<file path="src/rtl/calc_ctrl.sv">
// calc_ctrl: sequencer for a small register-file/ALU datapath.
// Steps LOAD1 (R1<-in1), LOAD2 (R2<-in2), EXEC (R3<-R1 op R2), OUT (R3 to
// the output mux for OUT_HOLD cycles) and DONE. It then returns to IDLE.
// Ports:
//   clk, rst        rising-edge clock, synchronous active-high reset
//   go              start request, sampled only in IDLE
//   op_sel[1:0]     11 add, 10 subtract, 01 AND, 00 XOR (latched on accept)
//   s1, wa, we      MUX1 select, write address, write enable
//   raa, rea        read port A address/enable
//   rab, reb        read port B address/enable
//   c, s2           ALU operation code, output MUX2 select
//   busy, done, cs  status: not-IDLE, one-cycle completion pulse, state code
module calc_ctrl #(
  parameter int unsigned OUT_HOLD = 1
) (
  input  logic       clk,
  input  logic       rst,
  input  logic       go,
  input  logic [1:0] op_sel,
  output logic [1:0] s1,
  output logic [1:0] wa,
  output logic       we,
  output logic [1:0] raa,
  output logic       rea,
  output logic [1:0] rab,
  output logic       reb,
  output logic [1:0] c,
  output logic       s2,
  output logic       busy,
  output logic       done,
  output logic [2:0] cs
);

  typedef enum logic [2:0] {
    IDLE  = 3'd0,
    LOAD1 = 3'd1,
    LOAD2 = 3'd2,
    EXEC  = 3'd3,
    OUT   = 3'd4,
    DONE  = 3'd5
  } state_t;

  state_t     state;
  state_t     state_n;
  logic [1:0] op_q;
  logic [3:0] cnt;

  assign cs = state;

  // Control word layout: s1_wa_we_raa_rea_rab_reb_c_s2
  function automatic logic [13:0] ctrl_word(input state_t st, input logic [1:0] op);
    case (st)
      LOAD1:   return 14'b11_01_1_00_0_00_0_00_0;
      LOAD2:   return 14'b10_10_1_00_0_00_0_00_0;
      EXEC:    return {11'b00_11_1_01_1_10_1, op, 1'b0};
      OUT:     return 14'b01_00_0_11_1_11_1_01_1;
      default: return 14'b01_00_0_00_0_00_0_00_0;
    endcase
  endfunction

  always_comb begin
    state_n = state;
    case (state)
      IDLE:    state_n = go ? LOAD1 : IDLE;
      LOAD1:   state_n = LOAD2;
      LOAD2:   state_n = EXEC;
      EXEC:    state_n = OUT;
      OUT:     state_n = (cnt == '0) ? DONE : OUT;
      DONE:    state_n = IDLE;
      default: state_n = IDLE;
    endcase
  end

  // Outputs are decoded from the next state so they change on the same edge
  // as the state register and stay registered.
  always_ff @(posedge clk) begin
    if (rst) begin
      state <= IDLE;
      op_q  <= '0;
      cnt   <= '0;
      busy  <= 1'b0;
      done  <= 1'b0;
      {s1, wa, we, raa, rea, rab, reb, c, s2} <= ctrl_word(IDLE, 2'b00);
    end else begin
      state <= state_n;
      if (state == IDLE && go)
        op_q <= op_sel;
      if (state != OUT && state_n == OUT)
        cnt <= 4'(OUT_HOLD - 1);
      else if (state == OUT && cnt != '0)
        cnt <= cnt - 4'd1;
      busy <= (state_n != IDLE);
      done <= (state_n == DONE);
      // op_q is already settled before EXEC is ever entered.
      {s1, wa, we, raa, rea, rab, reb, c, s2} <= ctrl_word(state_n, op_q);
    end
  end

endmodule

</file>
<file path="config.mk">
export PLATFORM = sky130hd
export DESIGN_NAME = calc_ctrl
export DESIGN_NICKNAME = d
export VERILOG_FILES = /design/src/rtl/calc_ctrl.sv
export SDC_FILE = /design/constraint.sdc
export NUM_CORES = 1
export LEC_CHECK = 0
export BUFFER_PORTS_ARGS = -buffer_cell sky130_fd_sc_hd__buf_2
export CAP_MARGIN = 20
export CORE_MARGIN = 2
export CORE_UTILIZATION = 45
export DETAILED_ROUTE_END_ITERATION = 10
export PLACE_DENSITY = 0.8
export SYNTH_ARGS = -nofsm -noshare
export SYNTH_HDL_FRONTEND = slang
export SYNTH_SLANG_ARGS = --single-unit
</file>
<file path="constraint.sdc">
create_clock -name clk -period 3.8 [get_ports clk]
set_input_delay 0.76 -clock clk [delete_from_list [all_inputs] [get_ports clk]]
set_output_delay 0.76 -clock clk [all_outputs]
set_load 0.01 [all_outputs]
</file>
Word level (Yosys, flattened, before mapping)
Index checks and enable logic that the tools add are counted.
- register bits after elaboration: 25
- bits in latches: 0
- RAM bits: 0
- bits in read-only memories: 0
- input port bits: 5
- output and inout bits: 19
- word-level logic and storage cells: 37
- memories: 0
- add/subtract/negate cells: 1
- multipliers: 0
- divide/modulo/power cells: 0
- $lt $le $gt $ge: 0
- equality and inequality tests: 10
- shift-type cells: 0
- muxes and demuxes: 4
- bitwise logic cells: 0
- reduce and logical (&&, ||, !) cells: 8
- operator list (operator ; count):
    14-bit one-hot mux with 4 select lines ; 1
    3-bit one-hot mux with 5 select lines ; 1
    3-bit by 2-bit == test with 1-bit output (second input constant) ; 4
    3-bit == test (second input constant) ; 3
    3-bit by 1-bit == test with 1-bit output (second input constant) ; 2
    4-bit logical NOT ; 1
    4-bit nonzero test ; 1
    4-bit by 1-bit subtractor with 4-bit output (second input constant) ; 1
    1-bit logical AND ; 3
    3-bit logical NOT ; 1
    3-bit inequality test (second input constant) ; 1
    3-bit nonzero test ; 1
    1-bit two-way mux ; 2
    2-bit OR reduction ; 1

Longest topological paths before layout
Gate-level depths: netlist of the first run.
- word-level depth: 6
- depth in mapped cells: 6

Worst setup path before layout of the first run
No wires, ideal clock.
- path type: input to register
- start: input go
- end: register op_q[0]
- arrival time: 1.442 ns
- required time: 3.672 ns
- slack: 2.231 ns
- cell stages on the path: 3
- path buffers: 0
- path through: nor4b_1 > mux2i_1 > nor2_1
- longest elaborated chain between the ends: 1
- RTL lines (element ; line ; text):
    start, declared ; 18 ; input logic go,
    1-bit logical AND ; 86 ; if (state == IDLE && go)
    end signal, assigned ; 87 ; op_q <= op_sel;
    end, declared ; 45 ; logic [1:0] op_q;
No other way between the ends.
A chain may end at the register's enable or synchronous reset.

Worst setup path in the final report of the first run
- start: register state[0] (netlist: cs[0])
- end: output cs[0]
- RTL lines (element ; line ; text):
    start, declared ; 43 ; state_t state;
    start signal, assigned ; 85 ; state <= state_n;
    end, declared ; 31 ; output logic [2:0] cs
No word-level cell between the ends.

==> results of run 1 <==
[per-layer routing]
metal	vias to the layer above	routed length, um
li1	313	-
met4	0	35
met5	-	0
met1	274	610
met3	4	66
met2	18	605
[logic make-up after synthesis]
family	share of synthesized area
adder cells (fa/ha/maj)	0.03179
AO/OA/AOI/OAI	0.1002
AND/OR/NAND/NOR	0.2194
XOR/XNOR	0.02226
multiplexers	0.02544
flip-flops	0.5087
buffers and inverters	0.09220
[Yosys cell counts, drive strengths merged (2+ instances only)]
library cell / number / area, um2
xnor2: 2 / 17.52
inv: 3 / 11.26
nand2: 2 / 7.510
mux2i: 2 / 20.02
nor3: 5 / 25.02
or3b: 2 / 17.52
clkbuf: 5 / 20.01
dfxtp: 20 / 400.4
nor2: 7 / 26.28
nand2b: 2 / 12.51
buf: 6 / 41.29
ha: 2 / 25.02
a21oi: 5 / 25.02
nor4: 3 / 18.77
[power by group through the flow]
stage                     clock [mW]  sequential (mW)  combinational (mW)
final                          0.120            0.243              0.0617
after global placement             0            0.247              0.0612
after floorplan                    0            0.246              0.0447
after global routing           0.134            0.245              0.0691
after detailed placement           0            0.247              0.0622
after CTS                      0.123            0.243              0.0624
[state kept, by name, indices dropped and copies added, names as in the netlist]
| name | cells |
|---|---|
| cnt | 4 |
| cs | 3 |
| c | 2 |
| op_q | 2 |
| s1 | 2 |
| wa | 2 |
| busy | 1 |
| done | 1 |
| raa | 1 |
| rab | 1 |
| we | 1 |
[area by class of cell]
type / instances / area (um2)
Sequential cell: 20 / 400.4
Multi-Input combinational cell: 48 / 314.1
Clock buffer: 4 / 36.28
Inverter: 3 / 11.26
Timing Repair Buffer: 23 / 115.1
Tap cell: 17 / 21.27
Fill cell: 158 / 790.8
[worst max-delay path by stage]
| stage | start | end | slack [ps] | cells after the start |
|---|---|---|---|---|
| after floorplan | go | op_q[0]$_SDFFE_PP0P_ | 2230 | 3 |
| after global placement | cs[2]$_SDFF_PP0_ | cnt[3]$_SDFFE_PP0P_ | 2060 | 3 |
| after detailed placement | go | op_q[0]$_SDFFE_PP0P_ | 1980 | 4 |
| after CTS | cs[0]$_SDFF_PP0_ | cs[0] | 1910 | 1 |
| after global routing | cs[2]$_SDFF_PP0_ | cs[2] | 1840 | 1 |
| final | cs[0]$_SDFF_PP0_ | cs[0] | 1890 | 1 |
[through the flow]
step	std cells	utilization	instance area, um2	hold WS [ps]
CTS	115	0.5319	898.4	446.4
global placement	111	0.5104	862.1	429.1
detailed placement	111	0.5104	862.1	431.1
floorplan	82	-	787.0	414.6
global route	115	0.5319	898.4	463.3
finish	115	0.5319	898.4	444.0
[cell usage in the layout, fill, tap and decap left out]
cell type,Yosys,layout
a2111oi_0,1,1
a211oi_1,1,1
a21o_1,1,1
a21oi_1,5,5
and3_1,1,1
buf_2,0,23
clkbuf_4,0,3
clkbuf_8,0,1
dfxtp_1,20,20
ha_1,2,2
inv_1,3,3
mux2i_1,2,2
nand2_1,2,2
nand2b_1,2,2
nand3_1,1,1
nand3b_1,1,1
nor2_1,7,7
nor2b_1,1,1
nor3_1,5,5
nor3b_1,1,1
nor4_1,3,3
nor4b_1,1,1
nor4bb_1,1,1
o21a_1,1,1
o21ai_0,1,1
o21bai_1,1,1
o32a_1,1,1
or3_1,1,1
or3b_1,1,1
or3b_2,1,1
or4_1,1,1
xnor2_1,2,2
==> results.py, run 1 <==
metrics = {
    "outcome": {
        "status": "finished, final reports clean",
    },
    "critical_path": {
        "r2r-start": "cs[2]$_SDFF_PP0_",
        "rr_endpoint": "cnt[3]$_SDFFE_PP0P_",
        "worst_setup_path_start_kind": "register",
        "r2r_setup_slack_ps": 2040,
        "critPathArrivalTime_ps": 1150,
        "r2r_cells": 3,
        "crit_slowest_cell": "dfxtp_1",
        "crit_buf_inv": 1,
        "endpoint_kind": "output pin",
        "worstPathMaxFanout": 14,
        "worstSetupPathType": "reg2out",
        "path_delay_family": "flip-flops",
        "slowest_delay_ps": 630,
        "cp_cell_sequence": "buf_2",
        "worst_ep_required_time_ps": 3040,
    },
    "grt": {
        "grt_overflow": 0,
        "grt_pass1_vias": 518,
        "met3_usage": 0.03571,
        "use_met1": 0.1638,
        "grt_first_pass_wirelength_mm": 2.076,
        "grt_max_degree": 16,
        "antenna_found_initial": 0,
        "track_usage": 0.1427,
        "top_usage_layer": "met2",
        "grtUsageMet2": 0.2254,
    },
    "synth": {
        "syn_area_um2": 787.0,
        "async_flop_share": 0,
        "ys_warn_count": 0,
        "ys.flop_type": "dfxtp_1",
        "ys_ff_latch": 20,
        "syn-num-nets": 89,
        "syn_avg_cell_area_um2": 9.598,
        "synth_edf_count": 0,
        "synth_cell_types": 33,
        "ys_seq_area_frac": 0.5087,
        "synth_cells": 82,
    },
    "routing": {
        "ant_nets": 0,
        "via_per_inst": 5.296,
        "routedWlPerCell_um": 11.45,
        "dr_total_vias": 609,
        "dr.pass1.iters": 2,
        "drt-total-wl_mm": 1.317,
        "route.detailed.drc": 0,
        "drt_iter0_markers": 7,
    },
    "pwr": {
        "power.leakage_nw": 0.4116,
        "p_switching_uw": 110.2,
        "seqPwrFrac": 0.572,
        "power.total_uw": 424.7,
        "power.density_mw_per_mm2": 472.7,
        "pwr-share-comb": 0.145,
        "clockPowerShare": 0.283,
        "p_int_uw": 314.5,
        "vdd_drop_max_mv": 0.2006,
        "power_switching_share": 0.2595,
    },
    "timing": {
        "skew_ps": 1.249,
        "fin_ws_ps": 1895,
        "timing.setup.tns_ps": 0,
        "worst_slew_pin_slew_ps": 556.8,
        "rsz0062_at_grt": "no",
        "fmax_ghz": 0.5249,
        "min_period_over_period": 0.5014,
        "max_slew_margin": 0.6236,
        "period_minus_slack_ps": 1905,
        "slew_violations": 0,
        "final-hold-violation-count": 0,
        "setup_viol": 0,
    },
    "clocking": {
        "numCtsBuffers": 3,
        "post_cts_buffers": 0,
        "clk-insertion-delay-late_ps": 290,
        "cts_buffer_depth": 2,
        "cts_tree": "done",
        "htree_num_levels": 1,
        "ctsResizeCount": 0,
        "cts_hold_buf": 0,
        "cts.sinks": 20,
        "cts.clk_slew.worst_paths_ps": 110,
        "ctsRootBufferMaster": "clkbuf_4",
    },
    "finish": {
        "area_growth_pct": 14.15,
        "num_antenna_cells": 0,
        "final_nets": 106,
        "drive_gt1_frac": 0.2857,
    },
    "floorplanning": {
        "initial_utilization": 0.4659,
        "rows": 15,
        "dieArea_mm2": 0.002099,
        "die_h_um": 45.82,
        "die_x_um": 45.82,
        "placeableCoreArea_mm2": 0.001689,
        "num_io_pins": 24,
    },
    "min_path": {
        "min_from": "op_q[1]$_SDFFE_PP0P_",
        "hold-path-cell-count": 2,
        "hp-class": "reg2reg",
        "whs_endpoint": "c[1]$_SDFF_PP0_",
    },
    "placed_design": {
        "port-buffer-count": 23,
        "post-place-ws_ps": 1981,
        "gp_congestion": 0.7218,
        "dp_hpwl_um": 924.9,
    },
    "flow_run": {
        "drv_cap": 0,
    },
}
No activity file was read; power rests on OpenSTA's default activity.
==> run 2: changes to the inputs <==
==> constraint.sdc (replaced) <==
create_clock -name clk -period 1.85 [get_ports clk]
set_input_delay 0.37 -clock clk [delete_from_list [all_inputs] [get_ports clk]]
set_output_delay 0.37 -clock clk [all_outputs]
set_load 0.01 [all_outputs]
==> run 2 against run 1 <==
- largest power group unchanged
- power increased by 97%
- design area is 1.8% higher
- die area stayed put
- largest cell class unchanged
- critical path type is now reg2reg
- register-to-register slack lost 1800 ps
==> results.py, run 2 (synthesis gave the netlist of run 1 again) <==
metrics = {
    "finish": {
        "area_growth_pct": 16.22,
        "num_antenna_cells": 0,
        "layout_commonest_cell": "buf_2",
        "top_register": "cnt",
        "largest_reg_flops": 4,
        "layout_common_cells": "23 x buf_2, 20 x dfxtp_1, 7 x nor2_1, 5 x nor3_1, 5 x a21oi_1",
        "final_nets": 110,
        "drive_gt1_frac": 0.3069,
    },
    "grt": {
        "use_met1": 0.1932,
        "grt_overflow": 0,
        "met3_usage": 0.03571,
        "grt_max_degree": 16,
        "top_usage_layer": "met2",
        "grt_first_pass_wirelength_mm": 2.270,
        "grtUsageMet2": 0.2338,
        "track_usage": 0.1517,
        "grt_pass1_vias": 548,
        "antenna_found_initial": 0,
    },
    "flow_run": {
        "drv_cap": 0,
    },
    "clocking": {
        "post_cts_buffers": 0,
        "ctsResizeCount": 0,
        "ctsRootBufferMaster": "clkbuf_4",
        "numCtsBuffers": 3,
        "cts_buffer_depth": 2,
        "htree_num_levels": 1,
        "cts_hold_buf": 0,
        "cts.clk_slew.worst_paths_ps": 100,
        "cts.sinks": 20,
        "cts_tree": "done",
        "clk-insertion-delay-late_ps": 300,
    },
    "routing": {
        "dr.pass1.iters": 4,
        "via_per_inst": 5.288,
        "routedWlPerCell_um": 11.49,
        "route.detailed.drc": 0,
        "ant_nets": 0,
        "drt-total-wl_mm": 1.356,
        "dr_total_vias": 624,
        "drt_iter0_markers": 9,
    },
    "timing": {
        "fmax_ghz": 0.6234,
        "fin_ws_ps": 245.8,
        "setup_viol": 0,
        "final-hold-violation-count": 0,
        "min_period_over_period": 0.8671,
        "skew_ps": 0.7521,
        "worst_slew_pin_slew_ps": 533.9,
        "max_slew_margin": 0.6390,
        "rsz0062_at_grt": "no",
        "timing.setup.tns_ps": 0,
        "whs_ps": 302.3,
        "period_minus_slack_ps": 1604,
        "slew_violations": 0,
    },
    "placed_design": {
        "port-buffer-count": 23,
        "post-place-ws_ps": 265.2,
        "gp_congestion": 0.7401,
        "dp_hpwl_mm": 1.007,
    },
    "critical_path": {
        "critPathArrivalTime_ps": 1820,
        "worst_ep_required_time_ps": 2070,
        "worstPathMaxFanout": 7,
        "worst_setup_path_start_kind": "register",
        "worstSetupPathType": "reg2reg",
        "endpoint_kind": "register",
    },
    "pwr": {
        "power.density_mw_per_mm2": 913.5,
        "power.leakage_nw": 0.4244,
        "vdd_drop_max_mv": 0.5389,
    },
    "floorplanning": {
        "initial_utilization": 0.4659,
        "placeableCoreArea_mm2": 0.001689,
        "die_h_um": 45.82,
        "num_io_pins": 24,
        "die_x_um": 45.82,
        "rows": 15,
        "dieArea_mm2": 0.002099,
    },
    "min_path": {
        "hp-class": "in2reg",
    },
    "outcome": {
        "status": "finished, final reports clean",
    },
}
==> run 2: cell types whose count changed in the layout (fill, tap and decap cells not counted), sizes merged <==
cell	change
buf	+4
clkbuf	-1
==> run 2: routing by layer <==
layer / wire length (um) / vias up
met3: 64 / 3
met1: 641 / 282
met4: 28 / 0
met5: 0 / -
met2: 621 / 21
li1: - / 318
==> run 2: final timing paths <==
| check | slack (ps) | start | cells after the start | endpoint |
|---|---|---|---|---|
| worst max-delay path | 250 | cnt[0]$_SDFFE_PP0P_ | 5 | cnt[1]$_SDFFE_PP0P_ |
| worst max register to register | 250 | cnt[0]$_SDFFE_PP0P_ | 5 | cnt[1]$_SDFFE_PP0P_ |
| worst min-delay path | 300 | op_sel[1] | 3 | op_q[1]$_SDFFE_PP0P_ |
| worst min register to register | 450 | op_q[1]$_SDFFE_PP0P_ | 2 | c[1]$_SDFF_PP0_ |
==> run 2: cell type report <==
| cell class | instances | area (um2) |
|---|---|---|
| tap | 17 | 21.27 |
| sequential | 20 | 400.4 |
| timing repair buffer | 27 | 145.1 |
| clock buffer | 3 | 22.52 |
| fill | 155 | 774.5 |
| inverter | 3 | 11.26 |
| multi-input combinational | 48 | 314.1 |
==> run 2: worst max-delay path, cell delays in order, from the launching register on <==
cell and delay, ps:
dfxtp_1 320, inv_1 110, ha_1 170, or3b_2 530
and3_1 200, a211oi_1 190
==> run 2: report_power, final <==
group	internal [mW]	switching, mW	leakage (nW)
registers	0.465	0.0257	0.164
logic	0.0705	0.0767	0.247
clock network	0.0760	0.122	0.0138
==> run 2: through the flow <==
step	std cells	total power, mW	utilization	area (um2)
after floorplan	82	0.5977	-	787.0
after global placement	115	0.6452	0.5281	892.1
after detailed placement	115	0.6488	0.5281	892.1
after CTS	118	0.8447	0.5415	914.6
after global routing	118	0.8819	0.5415	914.6
final	118	0.8355	0.5415	914.6
